<file path="config.mk">
export PLATFORM = sky130hd
export DESIGN_NAME = iob_cache_ctrl_master
export DESIGN_NICKNAME = d
export VERILOG_FILES = /design/src/rtl/iob_cache_ctrl_master.sv
export SDC_FILE = /design/constraint.sdc
export NUM_CORES = 1
export LEC_CHECK = 0
export ABC_CLOCK_PERIOD_IN_PS = 9900
export CAP_MARGIN = 20
export CORE_AREA = 2 2 113 115
export CTS_CLUSTER_DIAMETER = 80
export CTS_CLUSTER_SIZE = 25
export DETAILED_ROUTE_END_ITERATION = 10
export DIE_AREA = 0 0 115 117
export PLACE_DENSITY_LB_ADDON = 0.25
export REMOVE_ABC_BUFFERS = 1
export SKIP_LAST_GASP = 1
export SLEW_MARGIN = 10
export SYNTH_ARGS = -nofsm -noshare
export SYNTH_HDL_FRONTEND = slang
export SYNTH_SLANG_ARGS = --single-unit
</file>
<file path="constraint.sdc">
create_clock -name clk -period 9.9 [get_ports clk]
set_input_delay 1.98 -clock clk [delete_from_list [all_inputs] [get_ports clk]]
set_output_delay 1.98 -clock clk [all_outputs]
set_load 0.005 [all_outputs]
</file>
<file path="src/rtl/iob_cache_ctrl_master.sv">
// iob_cache_ctrl_master: sequences cache maintenance commands into control-bus requests.
// Latency: accept -> first ctrl_valid 1 cycle; final ctrl_ready -> done 1 cycle; re-polls add POLL_GAP.
// Backpressure: cmd_ready only in IDLE (no queuing); each request waits for ctrl_ready up to RSP_TIMEOUT.
// Ports: cmd_valid/cmd/cmd_ready command handshake; done/err completion pulse + status;
//        hit_cnt/miss_cnt committed snapshot; ctrl_valid/ctrl_addr/ctrl_rdata/ctrl_ready control bus.

`ifndef CTRL_ADDR_W
`define CTRL_ADDR_W 4
`endif
`ifndef ADDR_BUFFER_EMPTY
`define ADDR_BUFFER_EMPTY 1
`endif
`ifndef ADDR_CACHE_HIT
`define ADDR_CACHE_HIT 3
`endif
`ifndef ADDR_CACHE_MISS
`define ADDR_CACHE_MISS 4
`endif
`ifndef ADDR_RESET_COUNTER
`define ADDR_RESET_COUNTER 9
`endif
`ifndef ADDR_CACHE_INVALIDATE
`define ADDR_CACHE_INVALIDATE 10
`endif

module iob_cache_ctrl_master #(
  parameter int FE_DATA_W   = 32,
  parameter int POLL_MAX    = 256,
  parameter int POLL_GAP    = 4,
  parameter int RSP_TIMEOUT = 15
) (
  input  logic                    clk,
  input  logic                    reset,
  input  logic                    cmd_valid,
  input  logic [1:0]              cmd,
  output logic                    cmd_ready,
  output logic                    done,
  output logic                    err,
  output logic [FE_DATA_W-1:0]    hit_cnt,
  output logic [FE_DATA_W-1:0]    miss_cnt,
  output logic                    ctrl_valid,
  output logic [`CTRL_ADDR_W-1:0] ctrl_addr,
  input  logic [FE_DATA_W-1:0]    ctrl_rdata,
  input  logic                    ctrl_ready
);

  localparam int AW = `CTRL_ADDR_W;

  localparam logic [2:0] S_IDLE  = 3'd0;
  localparam logic [2:0] S_ISSUE = 3'd1;
  localparam logic [2:0] S_WAIT  = 3'd2;
  localparam logic [2:0] S_GAP   = 3'd3;
  localparam logic [2:0] S_DONE  = 3'd4;

  localparam logic [1:0] C_FLUSH_INV = 2'd0;
  localparam logic [1:0] C_SNAPSHOT  = 2'd1;
  localparam logic [1:0] C_RESET_CNT = 2'd2;
  localparam logic [1:0] C_DRAIN     = 2'd3;

  localparam logic [15:0] POLL_LIM = 16'(POLL_MAX);
  localparam logic [3:0]  GAP_LAST = 4'(POLL_GAP - 1);
  localparam logic [7:0]  TMO_LAST = 8'(RSP_TIMEOUT - 1);

  // step 0: poll / hit read / reset-counter; step 1: invalidate / miss read
  function automatic logic [AW-1:0] step_addr(input logic [1:0] c, input logic s);
    case (c)
      C_SNAPSHOT:  step_addr = s ? AW'(`ADDR_CACHE_MISS) : AW'(`ADDR_CACHE_HIT);
      C_RESET_CNT: step_addr = AW'(`ADDR_RESET_COUNTER);
      default:     step_addr = s ? AW'(`ADDR_CACHE_INVALIDATE) : AW'(`ADDR_BUFFER_EMPTY);
    endcase
  endfunction

  logic [2:0]           state, state_n;
  logic [1:0]           cmd_r, cmd_n;
  logic                 step, step_n;
  logic [15:0]          poll, poll_n;
  logic [3:0]           gap, gap_n;
  logic [7:0]           tmo, tmo_n;
  logic [FE_DATA_W-1:0] hit_stage, hit_stage_n;
  logic [FE_DATA_W-1:0] miss_stage, miss_stage_n;
  logic [FE_DATA_W-1:0] hit_n, miss_n;
  logic                 err_n;

  assign cmd_ready = (state == S_IDLE);

  always_comb begin
    state_n      = state;
    cmd_n        = cmd_r;
    step_n       = step;
    poll_n       = poll;
    gap_n        = gap;
    tmo_n        = tmo;
    hit_stage_n  = hit_stage;
    miss_stage_n = miss_stage;
    hit_n        = hit_cnt;
    miss_n       = miss_cnt;
    err_n        = err;
    case (state)
      S_IDLE: begin
        if (cmd_valid) begin
          cmd_n   = cmd;
          step_n  = 1'b0;
          poll_n  = '0;
          err_n   = 1'b0;
          state_n = S_ISSUE;
        end
      end
      S_ISSUE: begin
        tmo_n   = '0;
        state_n = S_WAIT;
      end
      S_WAIT: begin
        if (ctrl_ready) begin
          case (cmd_r)
            C_SNAPSHOT: begin
              if (!step) begin
                hit_stage_n = ctrl_rdata;
                step_n      = 1'b1;
                state_n     = S_ISSUE;
              end else begin
                miss_stage_n = ctrl_rdata;
                hit_n        = hit_stage;
                miss_n       = ctrl_rdata;
                state_n      = S_DONE;
              end
            end
            C_RESET_CNT: state_n = S_DONE;
            default: begin
              if (step) begin
                state_n = S_DONE;
              end else if (ctrl_rdata[0]) begin
                if (cmd_r == C_FLUSH_INV) begin
                  step_n  = 1'b1;
                  state_n = S_ISSUE;
                end else begin
                  state_n = S_DONE;
                end
              end else begin
                poll_n = poll + 16'd1;
                if (poll_n == POLL_LIM) begin
                  err_n   = 1'b1;
                  state_n = S_DONE;
                end else if (POLL_GAP == 0) begin
                  state_n = S_ISSUE;
                end else begin
                  gap_n   = '0;
                  state_n = S_GAP;
                end
              end
            end
          endcase
        end else if (tmo == TMO_LAST) begin
          err_n   = 1'b1;
          state_n = S_DONE;
        end else begin
          tmo_n = tmo + 8'd1;
        end
      end
      S_GAP: begin
        if (gap == GAP_LAST) state_n = S_ISSUE;
        else                 gap_n   = gap + 4'd1;
      end
      S_DONE:  state_n = S_IDLE;
      default: state_n = S_IDLE;
    endcase
  end

  // Outputs are registered from the next-state decode so they line up with the state they belong to.
  always_ff @(posedge clk or posedge reset) begin
    if (reset) begin
      state      <= S_IDLE;
      cmd_r      <= '0;
      step       <= 1'b0;
      poll       <= '0;
      gap        <= '0;
      tmo        <= '0;
      hit_stage  <= '0;
      miss_stage <= '0;
      hit_cnt    <= '0;
      miss_cnt   <= '0;
      err        <= 1'b0;
      done       <= 1'b0;
      ctrl_valid <= 1'b0;
      ctrl_addr  <= '0;
    end else begin
      state      <= state_n;
      cmd_r      <= cmd_n;
      step       <= step_n;
      poll       <= poll_n;
      gap        <= gap_n;
      tmo        <= tmo_n;
      hit_stage  <= hit_stage_n;
      miss_stage <= miss_stage_n;
      hit_cnt    <= hit_n;
      miss_cnt   <= miss_n;
      err        <= err_n;
      done       <= (state_n == S_DONE);
      ctrl_valid <= (state_n == S_ISSUE);
      if (state_n == S_ISSUE) ctrl_addr <= step_addr(cmd_n, step_n);
    end
  end

endmodule

</file>
# Word level (Yosys, flattened, before mapping)
# Cells that the tools add are included.
[word_totals] ff_bits=137 input_bits=38 output_inout_bits=72 wordCells=102
[op_classes] add_sub_neg=3 eq_ne=26 muxes=47 bitwise_logic=1 n_reduce_logical=12
[ops] cell="$mux 16" count=5
[ops] cell="$pmux 16 s2" count=1
[ops] cell="$mux 3" count=10
[ops] cell="$mux 4" count=7
[ops] cell="$ne 2x2->1 const B" count=9
[ops] cell="$add 16x1->16 const B" count=1
[ops] cell="$eq 16x9->1 const B" count=1
[ops] cell="$mux 8" count=2
[ops] cell="$pmux 4 s2" count=2
[ops] cell="$pmux 8 s2" count=1
[ops] cell="$ne 3x3->1 const B" count=5
[ops] cell="$reduce_and 7->1" count=2
[ops] cell="$mux 1" count=12
[ops] cell="$pmux 3 s4" count=1
[ops] cell="$add 8x1->8 const B" count=1
[ops] cell="$eq 8x4->1 const B" count=1
[ops] cell="$reduce_and 4->1" count=2
[ops] cell="$eq 3x1->1 const B" count=2
[ops] cell="$eq 3x2->1 const B" count=2
[ops] cell="$pmux 1 s2" count=3
[ops] cell="$pmux 3 s2" count=1
[ops] cell="$reduce_and 6->1" count=1
[ops] cell="$reduce_bool 2->1" count=3
[ops] cell="$add 4x1->4 const B" count=1
[ops] cell="10 further kinds" count=13

# Depth between registers and ports, before layout
# Gate-level depths: netlist (run 1).
[logic_depth] depth_word=9 depth_mapped=9 ltp_nobuf=9

# Least setup slack after synthesis (run 1)
# No wires, ideal clock.
[synth_timing] path_type="input-to-reg" startpoint="input ctrl_ready" endpoint="register ctrl_addr[0]" setup_time_ps=125 t_arrival_ps=3585 required_time_ps=9775 slack_ps=6190 stages=8 n_path_buf=2 cell_sequence="clkbuf_1 nor3b_1 and2_1 clkbuf_1 a21oi_1 o21ai_1 o211ai_4 mux2_4"
[synth_between] elab_cells_between_ends=8 cone_classes="1 x eq/ne; 7 x mux"
[synth_rtl] item="start: declaration" line_no="44" rtl="input logic ctrl_ready"
[synth_rtl] item="$mux 3" line_no="113" rtl="if (ctrl_ready) begin"
[synth_rtl] item="$pmux 3 s4" line_no="98" rtl="case (state)"
[synth_rtl] item="net state_n[0]" line_no="73" rtl="logic [2:0] state, state_n;"
[synth_rtl] item="$eq 3x1->1" line_no="199" rtl="if (state_n == S_ISSUE) ctrl_addr <= step_addr(cmd_n, step_n);"
[synth_rtl] item="end signal: assignment" line_no="199"
[synth_rtl] item="end: declaration" line_no="42" rtl="output logic [`CTRL_ADDR_W-1:0] ctrl_addr,"
# The timed path passes the listed nets, and every way through them passes these cells.
# A chain may end at the register's enable or synchronous reset.

# Final worst setup path (run 1)
# Same ends and word-level chain as after synthesis.

==> flow_summary.ini, run 1 <==
[setup_path]
worst_setup_path_end_kind = flop
cp.arrival_ps = 4370
cp_max_fo = 33
start_kind = input pin
crit_required_ps = 10200
crit_type = input pin to flop

[global_route]
antenna_found_initial = 0
grt_max_degree = 73
grt_pass1_vias = 4257
grt_pass1_wl_mm = 20.6
grt-ovfl-total = 0
grt.total_usage_pct = 19.8

[drt]
vias_per_cell = 5.34
drtAntennaViolNets = 0
drc = 0
drtIter0Drc = 298
drt-pass1-iter-count = 4
vias = 4322
routed_wl_mm = 12.6
wire_per_inst_um = 15.6

[synth]
netlist_area_sq_mm = 0.00601
postSynthCellCount = 538
ys.warnings.count = 0
synth.distinct_cells = 49
yosysSeqAreaShare_pct = 57.1
ys_ff_latch = 137
avgSynthCellArea_sq_um = 11.2

[timing]
fin_worst_skew_ps = 6.82
setup_viol = 0
max_freq_mhz = 246
rsz0062_at_grt = no
fin_setup_tns_ps = 0
min_period_ps = 4070
relSlewSlack_pct = 33.3
maxSlewViolCount = 0
setup_slack_ps = 5830
post-route-period-util_pct = 41.1
hold_violations = 0
worst_slew_pin_slew_ps = 1000

[die]
row_count = 41
fp.dieArea_sq_mm = 0.0135
ios = 110
start_util_pct = 48.8
die_x_um = 115
core_sq_mm = 0.0123
die_h_um = 117

[place]
dp_hpwl_mm = 8.55
pre_cts_ws_ps = 5420
dp.cells = 778
portBuffers = 109
place_congestion = 0.806

[layout]
drive_gt1_share_pct = 18.2
layout_commonest_cell = dfrtp_1
areaGrowthSynthToFinish_pct = 29.7
fin_cells = 810
fin_nets = 694
nFillCells = 977
mostFrequentLayoutCells = dfrtp_1 (137), nand2_1 (123), clkdlybuf4s50_1 (109), mux2_2 (68), nor2_1 (25)
n_antenna_cell = 0
final_core_util_pct = 63.3

[pwr]
ir_drop_mv = 0.138
leakage_nw = 3.73
finalPower_mw = 2.19
power_density_mw_per_mm2 = 281

[clock_network]
cts_buffers = 17
clockBufferDepth = 2
cts.sinks = 137
clk_latency_ps = 420
htree_levels = 4
cts_tree = done
clkTransAtPathRegs_ps = 60
cts_root_buf = clkbuf_16
cts_resized = 0
hold_buffers = 0
post_cts_buffers = 0

[run_status]
run_status = complete, no violations

[hold_path]
hold_class = flop to flop

[run]
max-cap-violations = 0
==> cells by family (layout without fill, tap and decap cells) <==
kind of cell / count (synthesis) / after routing / synth area share [%]
AO/OA/AOI/OAI: 56 / 56 / 6.12
flip-flops: 137 / 137 / 57.1
multiplexers: 76 / 76 / 14.3
adder cells (fa/ha/maj): 9 / 9 / 1.88
XOR/XNOR: 12 / 12 / 1.75
AND/OR/NAND/NOR: 212 / 212 / 16.4
buffers and inverters: 36 / 158 / 2.42
==> cell usage after synthesis (all sizes together) <==
cell type / number / share of area [%]
mux2: 71 / 13
mux2i: 5 / 0.83
nor3b: 3 / 0.37
buf: 3 / 0.35
nand3b: 4 / 0.50
or4: 2 / 0.31
o41a: 1 / 0.19
xnor2: 3 / 0.44
a311oi: 1 / 0.25
xor2: 9 / 1.3
nand4: 7 / 0.83
o211ai: 3 / 0.60
o41ai: 2 / 0.29
a21oi: 10 / 1.0
nor3: 5 / 0.42
clkbuf: 21 / 1.3
nand2: 123 / 7.7
a221o: 1 / 0.17
nor2: 25 / 1.6
ha: 9 / 1.9
and3: 5 / 0.52
nor2b: 3 / 0.31
nand4b: 1 / 0.15
or3b: 1 / 0.15
o31ai: 5 / 0.63
and4: 1 / 0.15
dfrtp: 137 / 57
and2: 5 / 0.52
or4b: 1 / 0.17
or2: 1 / 0.10
o21ai: 26 / 2.2
a22o: 1 / 0.15
nand2b: 3 / 0.31
a31oi: 4 / 0.42
nand3: 16 / 1.6
nor4: 4 / 0.52
or3: 2 / 0.21
a21o: 2 / 0.25
inv: 12 / 0.75
==> worst paths after layout <==
check                              start  depth (start not counted)            end  slack [ps]
max reg2reg                      poll[2]                          7   ctrl_addr[0]        6990
max                           ctrl_ready                          8   ctrl_addr[0]        5830
min reg2reg                hit_stage[22]                          2  hit_stage[22]         470
min                        hit_stage[22]                          2  hit_stage[22]         470
max in group asynchronous          reset                          3     hit_cnt[4]        6440
min in group asynchronous          reset                          2   miss_cnt[14]        2120
==> layout make-up <==
cell class | count | area, sq um | area share [%]
Clock inverter | 14 | 124 | 1.59
Clock buffer | 18 | 439 | 5.64
Tap cell | 150 | 188 | 2.41
Sequential cell | 137 | 3430 | 44.0
Timing Repair Buffer | 114 | 1130 | 14.5
Inverter | 12 | 47.5 | 0.611
Multi-Input combinational cell | 365 | 2430 | 31.2
==> sequential cells by signal, indices dropped and copies added, names as in the netlist <==
name and flops:
state 3, poll 16, cmd_r 2, ctrl_valid 1
tmo 8, err 1, gap 4, hit_cnt 32
ctrl_addr 4, done 1, step 1, hit_stage 32
miss_cnt 32
==> per-stage QoR <==
stage / instance area [sq um] / hold slack, ps
detailed placement: 7220 / 458
CTS: 7790 / 473
finish: 7790 / 469
floorplan: 5910 / 442
global route: 7790 / 506
global placement: 7220 / 453
==> worst max-delay path: stages <==
cell	delay, ps
clkdlybuf4s50_1	680
nor3b_1	340
and2_1	170
buf_4	350
a21oi_1	110
o21ai_1	220
o211ai_4	180
mux2_4	330
==> layer usage <==
layer | global-route usage, % | part of all wire, % | up-vias
met5 | 0 | 0 | -
met2 | 32.3 | 49 | 128
met1 | 25.8 | 44 | 2115
li1 | - | - | 2062
met4 | 6.27 | 1.7 | 0
met3 | 5.82 | 5.3 | 17
==> report_power, final <==
group          switching, mW  internal, mW
combinational          0.285         0.427
sequential             0.118         0.766
clock                  0.243         0.353
total                  0.646          1.55
(Power assumes the default switching activity.)
==> run 2, diff against run 1 <==
ABC_CLOCK_PERIOD_IN_PS = 3750   (was 9900)
clock period = 3.75 ns   (was 9.9 ns; I/O delays follow)
==> run 2 against run 1 <==
Total power rose to 2.7 times the previous value; routed wire length rose by 0.20%; via count rose by 0.39%; sequential cell count did not move; worst setup slack got worse by 5000 ps; global-route usage up 0.25 points; non-clock buffer count grew 2; register-to-register slack worse by 6200 ps; sequential power grew to 2.6 times the previous value; highest routed layer unchanged; core utilization up 0.58 points; clock power rose to 2.8 times the previous value.
==> flow_summary.ini, run 2 (synthesized netlist as in run 1, its figures left out) <==
[die]
fp.dieArea_sq_mm = 0.0135
core_sq_mm = 0.0123
die_h_um = 117
row_count = 41
ios = 110
start_util_pct = 48.8
die_x_um = 115

[layout]
reg_top3 = hit_cnt (32), hit_stage (32), miss_cnt (32)
nFillCells = 974
fin_nets = 696
areaGrowthSynthToFinish_pct = 30.9
mostFrequentLayoutCells = dfrtp_1 (137), nand2_1 (123), clkdlybuf4s50_1 (109), mux2_2 (68), nor2_1 (25)
layout_commonest_cell = dfrtp_1
n_antenna_cell = 0
drive_gt1_share_pct = 17.9

[timing]
maxSlewViolCount = 0
worst_slew_pin_slew_ps = 980
relSlewSlack_pct = 34.6
fin_setup_tns_ps = 0
fin_worst_skew_ps = 4.72
rsz0062_at_grt = no
hold_violations = 0
max_freq_mhz = 342
post-route-period-util_pct = 78.0
min_period_ps = 2930
setup_viol = 0
setup_slack_ps = 824

[pwr]
power_density_mw_per_mm2 = 752
leakage_nw = 3.75
ir_drop_mv = 0.370

[clock_network]
post_cts_buffers = 0
cts_resized = 0
hold_buffers = 0
cts_buffers = 17
htree_levels = 4
cts_tree = done
cts_root_buf = clkbuf_16
clk_latency_ps = 410
clkTransAtPathRegs_ps = 60
cts.sinks = 137
clockBufferDepth = 2

[setup_path]
cp.arrival_ps = 3220
crit_type = flop to flop
r2r_slack_ps = 820
start_kind = flop
cp_max_fo = 8
rr_endpoint = ctrl_addr[3]
reg2reg_depth = 7
crit_required_ps = 4040
worst_setup_path_end_kind = flop
r2r_start = poll[7]

[hold_path]
hold-path-endpoint = hit_stage[6]
hold_class = flop to flop
worstHoldPathCells = 2
hp-start = hit_stage[6]

[run]
max-cap-violations = 0

[drt]
drt-pass1-iter-count = 4
drtIter0Drc = 376
vias_per_cell = 5.36
drc = 0
vias = 4339
routed_wl_mm = 12.6
drtAntennaViolNets = 0
wire_per_inst_um = 15.6

[global_route]
grt_max_degree = 65
grt_pass1_vias = 4314
grt.total_usage_pct = 20.1
grt_pass1_wl_mm = 21.0
antenna_found_initial = 0
grt-ovfl-total = 0

[run_status]
run_status = complete, no violations

[place]
pre_cts_ws_ps = 813
place_congestion = 0.844
dp_hpwl_mm = 8.54
portBuffers = 109
[run 2: changes by cell type in the layout (fill, tap and decap cells not counted)]
cell        before  now
buf_12           0    2
clkinv_2         5    3
bufinv_16        1    3
inv_6            3    0
clkbuf_1         0    2
clkinvlp_4       1    2
clkinv_4         4    0
clkbuf_8         1    3
[run 2: worst max path at each step]
| stage | start | end | slack [ps] | cells past startpoint |
|---|---|---|---|---|
| 2_1_floorplan | reset | cmd_r[0] | -670 | 1 |
| 3_3_place_gp | cmd_valid | ctrl_addr[3] | 910 | 7 |
| 3_5_place_dp | cmd_valid | ctrl_addr[3] | 810 | 7 |
| 4_1_cts | poll[4] | ctrl_addr[3] | 860 | 7 |
| 5_1_grt | poll[4] | ctrl_addr[3] | 640 | 7 |
| 6_report | poll[7] | ctrl_addr[3] | 820 | 7 |
[run 2: layout make-up]
class / count / area [sq um] / area share [%]
multi-input cells: 365 / 2430 / 31.0
repair buffers: 116 / 1170 / 14.9
clock inverters: 8 / 120 / 1.53
well taps: 150 / 188 / 2.39
flip-flops and latches: 137 / 3430 / 43.6
clock buffers: 22 / 474 / 6.03
inverters: 12 / 47.5 / 0.605
[run 2: routing by layer]
metal | global-route usage, % | vias to the layer above | share of wire (%) | wire length, um
li1 | - | 2064 | - | -
met1 | 26.3 | 2128 | 45 | 5650
met2 | 32.4 | 133 | 48 | 6120
met3 | 6.28 | 14 | 6.0 | 753
met4 | 6.02 | 0 | 0.93 | 118
met5 | 0 | - | 0 | 0
[run 2: report_power, final]
part / switching (mW) / internal [mW]
combinational: 0.764 / 1.13
sequential: 0.313 / 2.02
clock: 0.588 / 1.09
[run 2: critical path, cell delays in order (launching register included)]
cell      delay, ps
dfrtp_1         470
nand4_2         230
nor4_1          550
a31oi_1         210
nor4_1          520
nor2_1          180
o211ai_4        310
mux2_4          340
[run 2: stage by stage]
step	hold slack [ps]	total power, mW	util, %	instances	area (sq um)
floorplan	442	3.26	-	514	5910
global placement	453	4.16	59.0	780	7260
detailed placement	463	4.26	59.0	780	7260
CTS	473	5.96	63.8	810	7860
global route	492	6.28	63.8	810	7860
finish	471	5.91	63.8	810	7860
